## src/rtl/pack_fifo_pkg.sv

```systemverilog
// Shared types and helpers for the pack_fifo width-converting FIFO.
package pack_fifo_pkg;

  localparam int MAX_RATIO = 64;

  typedef enum logic {
    ST_RUN   = 1'b0,
    ST_FLUSH = 1'b1
  } state_t;

  // Pointer width carries one extra wrap bit beyond the address bits.
  function automatic int ptr_w(input int depth);
    return $clog2(depth) + 1;
  endfunction

  // Low n bits set, oldest-word-first lane order.
  function automatic logic [MAX_RATIO-1:0] keep_mask(input int unsigned n);
    logic [MAX_RATIO-1:0] m;
    m = '0;
    for (int unsigned i = 0; i < MAX_RATIO; i++) begin
      if (i < n) m[i] = 1'b1;
    end
    return m;
  endfunction

endpackage

```

## src/rtl/pack_fifo_if.sv

```systemverilog
// Narrow-in / wide-out handshake bundle for pack_fifo.
interface pack_fifo_if #(
  parameter int IN_W  = 8,
  parameter int RATIO = 4
);
  // Both sides: a transfer happens on a clock edge where valid && ready.
  // valid may not depend on ready; data/keep are stable while valid is held.
  logic                  in_valid;
  logic                  in_ready;
  logic [IN_W-1:0]       in_data;
  logic                  out_valid;
  logic                  out_ready;
  logic [IN_W*RATIO-1:0] out_data;
  logic [RATIO-1:0]      out_keep;

  modport master (
    output in_valid, in_data, out_ready,
    input  in_ready, out_valid, out_data, out_keep
  );

  modport slave (
    input  in_valid, in_data, out_ready,
    output in_ready, out_valid, out_data, out_keep
  );
endinterface

```

## src/rtl/pack_fifo_mem.sv

```systemverilog
// DEPTH x IN_W storage: one write port, RATIO consecutive words read combinationally.
module pack_fifo_mem
  import pack_fifo_pkg::*;
#(
  parameter int IN_W  = 8,
  parameter int RATIO = 4,
  parameter int DEPTH = 16,
  localparam int AW   = $clog2(DEPTH)
) (
  input  logic                       clk,
  input  logic                       we,
  input  logic [AW-1:0]              waddr,
  input  logic [IN_W-1:0]            wdata,
  input  logic [AW-1:0]              raddr,
  output logic [RATIO-1:0][IN_W-1:0] rdata
);

  logic [IN_W-1:0] mem [DEPTH];

  always_ff @(posedge clk) begin
    if (we) mem[waddr] <= wdata;
  end

  // Address arithmetic wraps at DEPTH, so a read may start at any offset.
  for (genvar k = 0; k < RATIO; k++) begin : g_rd
    assign rdata[k] = mem[raddr + AW'(k)];
  end

endmodule

```

## src/rtl/pack_fifo.sv

```systemverilog
// Width-converting FIFO packing RATIO narrow words per wide output word.
// Optional flush of a trailing partial word is built when PACK_FIFO_FLUSH_EN is defined.
module pack_fifo
  import pack_fifo_pkg::*;
#(
  parameter int IN_W      = 8,
  parameter int RATIO     = 4,
  parameter int DEPTH     = 16,
  parameter int MSB_FIRST = 0,
  localparam int PTR_W    = ptr_w(DEPTH),
  localparam int AW       = PTR_W - 1
) (
  input  logic             clk,
  input  logic             rst_n,
  pack_fifo_if.slave       bus,
  input  logic             flush,
  output logic [PTR_W-1:0] count,
  output logic             full,
  output logic             empty,
  output state_t           dbg_state
);

  localparam logic [PTR_W-1:0] RATIO_C = PTR_W'(RATIO);
  localparam logic [PTR_W-1:0] DEPTH_C = PTR_W'(DEPTH);

  state_t                    state_q;
  logic [PTR_W-1:0]          wptr_q, rptr_q;
  logic [PTR_W-1:0]          rd_adv;
  logic                      partial, wr_fire, rd_fire;
  logic [RATIO-1:0]          keep_ord;
  logic [RATIO-1:0][IN_W-1:0] rd_words;

  // Status comes straight from the pointer flops, so it has no input dependence.
  assign count     = wptr_q - rptr_q;
  assign full      = (count == DEPTH_C);
  assign empty     = (count == '0);
  assign dbg_state = state_q;

`ifdef PACK_FIFO_FLUSH_EN
  assign partial  = (state_q == ST_FLUSH) && (count != '0) && (count < RATIO_C);
  assign keep_ord = partial ? RATIO'(keep_mask(32'(count))) : {RATIO{bus.out_valid}};
`else
  logic unused_flush;
  assign unused_flush = flush;
  assign partial      = 1'b0;
  assign keep_ord     = {RATIO{bus.out_valid}};
`endif

  assign bus.in_ready  = !full && (state_q == ST_RUN);
  assign bus.out_valid = (count >= RATIO_C) || partial;
  assign wr_fire       = bus.in_valid && bus.in_ready;
  assign rd_fire       = bus.out_valid && bus.out_ready;
  assign rd_adv        = !rd_fire ? '0 : (partial ? count : RATIO_C);

  pack_fifo_mem #(
    .IN_W  (IN_W),
    .RATIO (RATIO),
    .DEPTH (DEPTH)
  ) u_mem (
    .clk   (clk),
    .we    (wr_fire),
    .waddr (wptr_q[AW-1:0]),
    .wdata (bus.in_data),
    .raddr (rptr_q[AW-1:0]),
    .rdata (rd_words)
  );

  // Unkept lanes (including everything while out_valid is low) read as zero.
  for (genvar k = 0; k < RATIO; k++) begin : g_lane
    localparam int LANE = (MSB_FIRST != 0) ? (RATIO - 1 - k) : k;
    assign bus.out_keep[LANE]              = keep_ord[k];
    assign bus.out_data[LANE*IN_W +: IN_W] = keep_ord[k] ? rd_words[k] : '0;
  end

  always_ff @(posedge clk or negedge rst_n) begin
    if (!rst_n) begin
      wptr_q  <= '0;
      rptr_q  <= '0;
      state_q <= ST_RUN;
    end else begin
      wptr_q <= wptr_q + PTR_W'(wr_fire);
      rptr_q <= rptr_q + rd_adv;
`ifdef PACK_FIFO_FLUSH_EN
      case (state_q)
        ST_RUN: begin
          if (flush && (count != '0)) state_q <= ST_FLUSH;
        end
        ST_FLUSH: begin
          if ((count == '0) || (rd_fire && partial)) state_q <= ST_RUN;
        end
        default: state_q <= ST_RUN;
      endcase
`else
      state_q <= ST_RUN;
`endif
    end
  end

endmodule

```

## src/flat_wrapper.sv

```systemverilog
// flat-port wrapper written by rule: the top's interface ports become plain ports
module pack_fifo_flat import pack_fifo_pkg::*;
#(
  parameter int IN_W      = 8,
  parameter int RATIO     = 4,
  parameter int DEPTH     = 16,
  parameter int MSB_FIRST = 0,
  localparam int PTR_W    = ptr_w(DEPTH),
  localparam int AW       = PTR_W - 1
)
  (clk, rst_n, flush, count, full, empty, dbg_state, bus_in_valid, bus_in_data, bus_out_ready, bus_in_ready, bus_out_valid, bus_out_data, bus_out_keep);
  pack_fifo_if #(.IN_W(IN_W), .RATIO(RATIO)) bus_i ();
  input  logic clk;
  input  logic rst_n;
  input  logic flush;
  output logic [PTR_W-1:0] count;
  output logic full;
  output logic empty;
  output state_t dbg_state;
  input wire logic [$bits(bus_i.in_valid)-1:0] bus_in_valid;
  input wire logic [$bits(bus_i.in_data)-1:0] bus_in_data;
  input wire logic [$bits(bus_i.out_ready)-1:0] bus_out_ready;
  output wire logic [$bits(bus_i.in_ready)-1:0] bus_in_ready;
  output wire logic [$bits(bus_i.out_valid)-1:0] bus_out_valid;
  output wire logic [$bits(bus_i.out_data)-1:0] bus_out_data;
  output wire logic [$bits(bus_i.out_keep)-1:0] bus_out_keep;
  assign bus_i.in_valid = bus_in_valid;
  assign bus_i.in_data = bus_in_data;
  assign bus_i.out_ready = bus_out_ready;
  assign bus_in_ready = bus_i.in_ready;
  assign bus_out_valid = bus_i.out_valid;
  assign bus_out_data = bus_i.out_data;
  assign bus_out_keep = bus_i.out_keep;
  pack_fifo #(.IN_W(IN_W), .RATIO(RATIO), .DEPTH(DEPTH), .MSB_FIRST(MSB_FIRST)) u_core (.clk(clk), .rst_n(rst_n), .bus(bus_i), .flush(flush), .count(count), .full(full), .empty(empty), .dbg_state(dbg_state));
endmodule
```

## config.mk

```make
export PLATFORM = sky130hd
export DESIGN_NAME = pack_fifo_flat
export DESIGN_NICKNAME = d
export VERILOG_FILES = /design/src/rtl/pack_fifo_pkg.sv /design/src/rtl/pack_fifo_if.sv /design/src/rtl/pack_fifo_mem.sv /design/src/rtl/pack_fifo.sv /design/src/flat_wrapper.sv
export SDC_FILE = /design/constraint.sdc
export NUM_CORES = 1
export LEC_CHECK = 0
export ABC_AREA = 1
export CAP_MARGIN = 20
export CORE_UTILIZATION = 51
export DETAILED_ROUTE_END_ITERATION = 6
export PLACE_DENSITY = 0.73
export SLEW_MARGIN = 20
export SYNTH_ARGS = -nofsm -noshare
export SYNTH_HDL_FRONTEND = slang
export SYNTH_SLANG_ARGS = --single-unit
```

## constraint.sdc

```tcl
create_clock -name clk -period 3.41 [get_ports clk]
set_clock_uncertainty 0.1 [all_clocks]
set_input_delay 1.023 -clock clk [delete_from_list [all_inputs] [get_ports clk]]
set_output_delay 1.023 -clock clk [all_outputs]
set_load 0.02 [all_outputs]
```

# Yosys cells after proc, flatten, opt, wreduce, memory -nomap -nowiden
# Memory sizes are Yosys's and may differ from the RTL's.
# Index checks and enable logic that the tools add are counted.
dict set report totals {
  register_bits 10
  ramBits 128
  output_inout_bits 46
  inputBits 13
  mem_count 1
}
dict set report classes {
  n_eq_ne 1
  n_addsub 6
  reduce_logical 4
  magnitude_cmp 1
  n_mux 7
}
# name words width rd rd_ports_with_merged_regs wr line_no
set mem_list {}
lappend mem_list {u_core.u_mem.mem 16 8 4 0 1 pack_fifo_mem.sv:18} ;# logic [IN_W-1:0] mem [DEPTH];
# cell n
set op_table {}
lappend op_table {{2-to-1 mux 8 bit} 4}
lappend op_table {{adder 4 x 2 -> 4 bit, second input constant} 2}
lappend op_table {{adder 5 x 1 -> 5 bit} 1}
lappend op_table {{adder 5 bit} 1}
lappend op_table {{equality test 5 bit, second input constant} 1}
lappend op_table {{greater-or-equal comparator 5 x 3 -> 1 bit, second input constant} 1}
lappend op_table {{zero test 5 bit} 1}
lappend op_table {{subtractor 5 bit} 1}
lappend op_table {{adder 4 x 1 -> 4 bit, second input constant} 1}
lappend op_table {{2-to-1 mux 3 bit} 1}
lappend op_table {{logical AND 1 bit} 2}
lappend op_table {{2-to-1 mux 1 bit} 2}
lappend op_table {{zero test 1 bit} 1}

# Depth between registers and ports, before layout
dict set report logic_depth {
  word_depth 6
  mapped_depth 13
  ltp_nobuf 12
}

# Cells and area by module
# A second synthesis with hierarchy kept.
dict set report unflattened {
  hier_cells 1184
  hier_area_um2 8757.1
}
# mod area_each_um2 seq_area_each_um2 cells_each instances
set by_module_without_submodules {}
lappend by_module_without_submodules {pack_fifo_mem 7955.1 3843.7 1060 1}
lappend by_module_without_submodules {pack_fifo 802.0 200.2 124 1}

# Worst setup path before layout
# Ideal clock, no wire load.
dict set report synth_timing {
  kind {register to output}
  from {register u_core.wptr_q[2]}
  to {output port empty}
  required_time_ps 2287
  arrival_time_ps 1846
  stages_incl_launch_ff 10
  path_buffers 1
  setup_slack_ps 441
  cell_sequence {dfrtp_1 inv_1 ha_1 fa_1 inv_1 nand3_2 nand2_2 nand2_4 buf_6 nor2_1}
}
dict set report synth_via {
  elab_chain_len 2
}
# item line_no
set synth_rtl {}
lappend synth_rtl {{start, declared} pack_fifo.sv:27} ;# logic [PTR_W-1:0] wptr_q, rptr_q;
lappend synth_rtl {{start signal, assigned} pack_fifo.sv:81} ;# wptr_q <= wptr_q + PTR_W'(wr_fire);
lappend synth_rtl {{subtractor 5 bit} pack_fifo.sv:34} ;# assign count = wptr_q - rptr_q;
lappend synth_rtl {{zero test 5 bit} pack_fifo.sv:36} ;# assign empty = (count == '0);
lappend synth_rtl {{end, declared} flat_wrapper.sv:18} ;# output logic empty;
# Every way passes these cells.

# Worst setup path in the final report
dict set report layout_timing {
  from {register u_core.wptr_q[2]}
  to {output port bus_out_data[16]}
}
dict set report layout_via {
  elab_chain_len 3
}
# item line_no
set layout_rtl {}
lappend layout_rtl {{subtractor 5 bit} pack_fifo.sv:34}
lappend layout_rtl {{greater-or-equal comparator 5 x 3 -> 1 bit} pack_fifo.sv:50} ;# assign bus.out_valid = (count >= RATIO_C) || partial;
lappend layout_rtl {{2-to-1 mux 8 bit} pack_fifo.sv:72} ;# assign bus.out_data[LANE*IN_W +: IN_W] = keep_ord[k] ? rd_words[k] : '0;
lappend layout_rtl {{end, declared} flat_wrapper.sv:25} ;# output wire logic [$bits(bus_i.out_data)-1:0] bus_out_data;
# Every way passes these cells.

==> run_results.csv <==
group,metric,value,unit
power,p_per_area,1080,mW/mm^2
global_route,grt_overflow,0,
clock_network,clock_latency,0.42,ns
global_route,grt_max_degree,66,
setup_path,worstSetupEndpointType,"primary output",
status,status,"finished clean",
sta,fin_tns_setup,0,ns
power,peakVddDrop,0.749,mV
floorplanning,std_cell_rows,38,
floorplanning,coreArea,0.0109,sq mm
synthesis,synthTopCellsByArea,"edfxtp_1 (67%), nor2_1 (7.7%), o21ai_0 (6.5%), nand2_1 (3.6%), dfrtp_1 (3.5%)",
sta,maxSlewViolCount,0,
sta,hold_ws,0.391,ns
floorplanning,num_io_pins,59,
setup_path,cpPeakStageDelay,0.55,ns
setup_path,worstSetupPathType,"register to primary output",
finish,layout.nets,588,
sta,fin_crit,3.35,ns
place,dp_hpwl,6640,um
synthesis,yosysWarnings,0,
floorplanning,start_util,0.528,
place,dp_slack,0.0109,ns
setup_path,ff2ff_setup_slack,0.78,ns
clock_network,clock-sinks,136,
global_route,grt_antenna_before_repair,0,
synthesis,postSynthCellCount,507,
drt,dr.first_iter.drc_count,243,
finish,layout-drive-gt1-share,0.177,
clock_network,clkTransAtPathRegs,0.06,ns
synthesis,synthesis.nets,526,
clock_network,cts_tree,"yes",
drt,antenna_left,0,
job,drv_cap,0,
synthesis,yosysSeqAreaShare,0.700,
floorplanning,die-area,0.0118,sq mm
sta,max_clock_freq,299,MHz
setup_path,crit_top_cell,"inv_1",
finish,area_delta_synth_final,20.9,%
synthesis,ys_ff_latch,136,
sta,slew_headroom,0.460,
synthesis,synth.distinct_cells,21,
global_route,grt_usage,0.219,
drt,post_drt_wl_per_cell,15.9,um
sta,setup_viol,0,
global_route,use_met2,0.366,
setup_path,slowest_stage,"fa_2",
setup_path,critPathMaxFanout,14,
global_route,grt_util_met1,0.265,
place,port-buffer-count,56,
place,post_dp_cell_area,0.00648,sq mm
finish,diodes,0,
drt,wl,11500,um
min_path,hold_class,"register to register",
drt,vias,3795,
synthesis,yosys.area.top_type,"edfxtp_1",
clock_network,cts_root_buf,"clkbuf_16",
clock_network,cts_max_path_buffers,2,
drt,via_per_inst,5.26,
synthesis,syn_area_per_cell,11.4,sq um
floorplanning,die_w,108,um
place,place.gp.congestion,0.813,
setup_path,worstPathRequired,2.29,ns
sta,hold_violations,0,
sta,final.setup.worst_slack,0.0599,ns
global_route,grt_pass1_vias,3695,
setup_path,cp.arrival,2.23,ns
floorplanning,fp.dieH,108,um
clock_network,cts_inserted_buffers,17,
synthesis,netlist_area,0.00578,sq mm
finish,fin_area,0.00699,sq mm
sta,period_share,0.982,
drt,route.detailed.drc,0,
global_route,grt_pass1_wl,18400,um
synthesis,synth_top_area_frac,0.665,
global_route,busiest_layer,"met2",
sta,tightest_slew,0.808,ns
sta,rsz0062_at_grt,"yes",
power,p_leak,2.76,nW
clock_network,htreeDepth,4,
setup_path,path_cells,"inv_1 > ha_2 > fa_2 > nand2_2 > inv_2 > nand2_8 > buf_12 > nand2_1 > inv_1 > buf_2",
drt,drt-pass1-iter-count,5,
global_route,use_met3,0.0603,
setup_path,startpoint_type,"register",
-- synth_stat cells --
| cell | number |
|---|---|
| clkbuf_1 | 4 |
| fa_1 | 1 |
| o21ai_1 | 21 |
| xor2_1 | 4 |
| buf_6 | 8 |
| nand3_1 | 1 |
| buf_2 | 8 |
| o21ai_0 | 75 |
| buf_4 | 8 |
| ha_1 | 5 |
| dfrtp_1 | 8 |
| conb_1 | 1 |
| clkbuf_2 | 3 |
| nand2_2 | 3 |
| nor2_1 | 119 |
| nand3_2 | 2 |
| inv_2 | 1 |
| nand2_1 | 56 |
| nand2_4 | 2 |
| inv_1 | 49 |
| edfxtp_1 | 128 |
-- critical path, delay by kind of cell (launching register included) --
family | cells | cell delay [ns]
adder cells (fa/ha/maj) | 2 | 0.74
buffers and inverters | 5 | 0.48
flip-flops | 1 | 0.35
AND/OR/NAND/NOR | 3 | 0.22
-- cells in the final DEF (no fill, tap or decap), types with 2 or more instances in the layout --
cell type / netlist / routed
buf_12: 0 / 5
buf_2: 8 / 22
buf_4: 8 / 14
bufinv_16: 0 / 6
clkbuf_16: 0 / 17
clkbuf_2: 3 / 16
clkdlybuf4s50_1: 0 / 15
clkinvlp_4: 0 / 4
dfrtp_1: 8 / 6
dfrtp_2: 0 / 2
edfxtp_1: 128 / 128
ha_1: 5 / 4
inv_1: 49 / 48
inv_2: 1 / 2
nand2_1: 56 / 53
nand2_2: 3 / 5
nand2_4: 2 / 2
nand3_2: 2 / 2
nor2_1: 119 / 119
o21ai_0: 75 / 75
o21ai_1: 21 / 21
xor2_1: 4 / 4
-- per-stage QoR --
stage / instances / power, mW / util
after floorplan: 507 / 4.45 / -
after global placement: 689 / 5.84 / 0.593
after detailed placement: 689 / 5.91 / 0.593
after CTS: 720 / 7.70 / 0.653
after global routing: 721 / 7.99 / 0.639
final: 721 / 7.53 / 0.639
-- layout make-up --
class | instances | area [sq um]
Inverter | 50 | 188
Multi-Input combinational cell | 290 | 1350
Timing Repair Buffer | 74 | 568
Tap cell | 140 | 175
Fill cell | 833 | 3950
Sequential cell | 136 | 4050
Clock buffer | 18 | 429
Clock inverter | 13 | 228
-- metal layers --
metal,up-vias,share of wire
met1,1837,0.41
met3,16,0.054
met4,0,0.018
li1,1825,-
met2,117,0.52
met5,-,0
-- repair_timing --
item | in CTS | in global routing
hold buffers | 0 | 0
pin swaps | 1 | 1
resized for setup | 67 | 90
endpoints found under the setup margin | 41 | 40
setup buffers | 0 | 1
-- power by group --
group / switching, mW / total [mW] / internal [mW]
Sequential: 0.0821 / 2.13 / 2.05
Combinational: 2.23 / 3.38 / 1.15
Clock: 0.662 / 2.02 / 1.36
Total: 2.97 / 7.53 / 4.56
-- path summary, 6_finish.rpt --
path / from / end / depth (start not counted)
setup / recovery: u_core.wptr_q[2] / bus_out_data[16] / 10
hold / removal: u_core.rptr_q[4] / u_core.rptr_q[4] / 1
setup reg to reg: u_core.wptr_q[2] / u_core.u_mem.mem[1][6] / 8
hold reg to reg: u_core.rptr_q[4] / u_core.rptr_q[4] / 1
max in group asynchronous: rst_n / u_core.rptr_q[2] / 1
min in group asynchronous: rst_n / u_core.rptr_q[4] / 1
-- registers in the layout, indices dropped and copies added (netlist names) --
signal,cells
u_core.rptr_q,3
u_core.u_mem.mem,128
u_core.wptr_q,5
-- cell families (layout without fill, tap and decap cells) --
kind of cell | count (synthesis) | count (layout) | synth area share
and+or+nand+nor | 183 | 183 | 0.125
other | 1 | 1 | 0.000649
xor gates and xnor gates | 4 | 4 | 0.00606
AOI/OAI and AO/OA | 96 | 96 | 0.0832
buffers and inverters | 81 | 155 | 0.0706
DFF | 136 | 136 | 0.700
adders and majority gates | 6 | 6 | 0.0143
No activity file was read; power rests on OpenSTA's default activity.
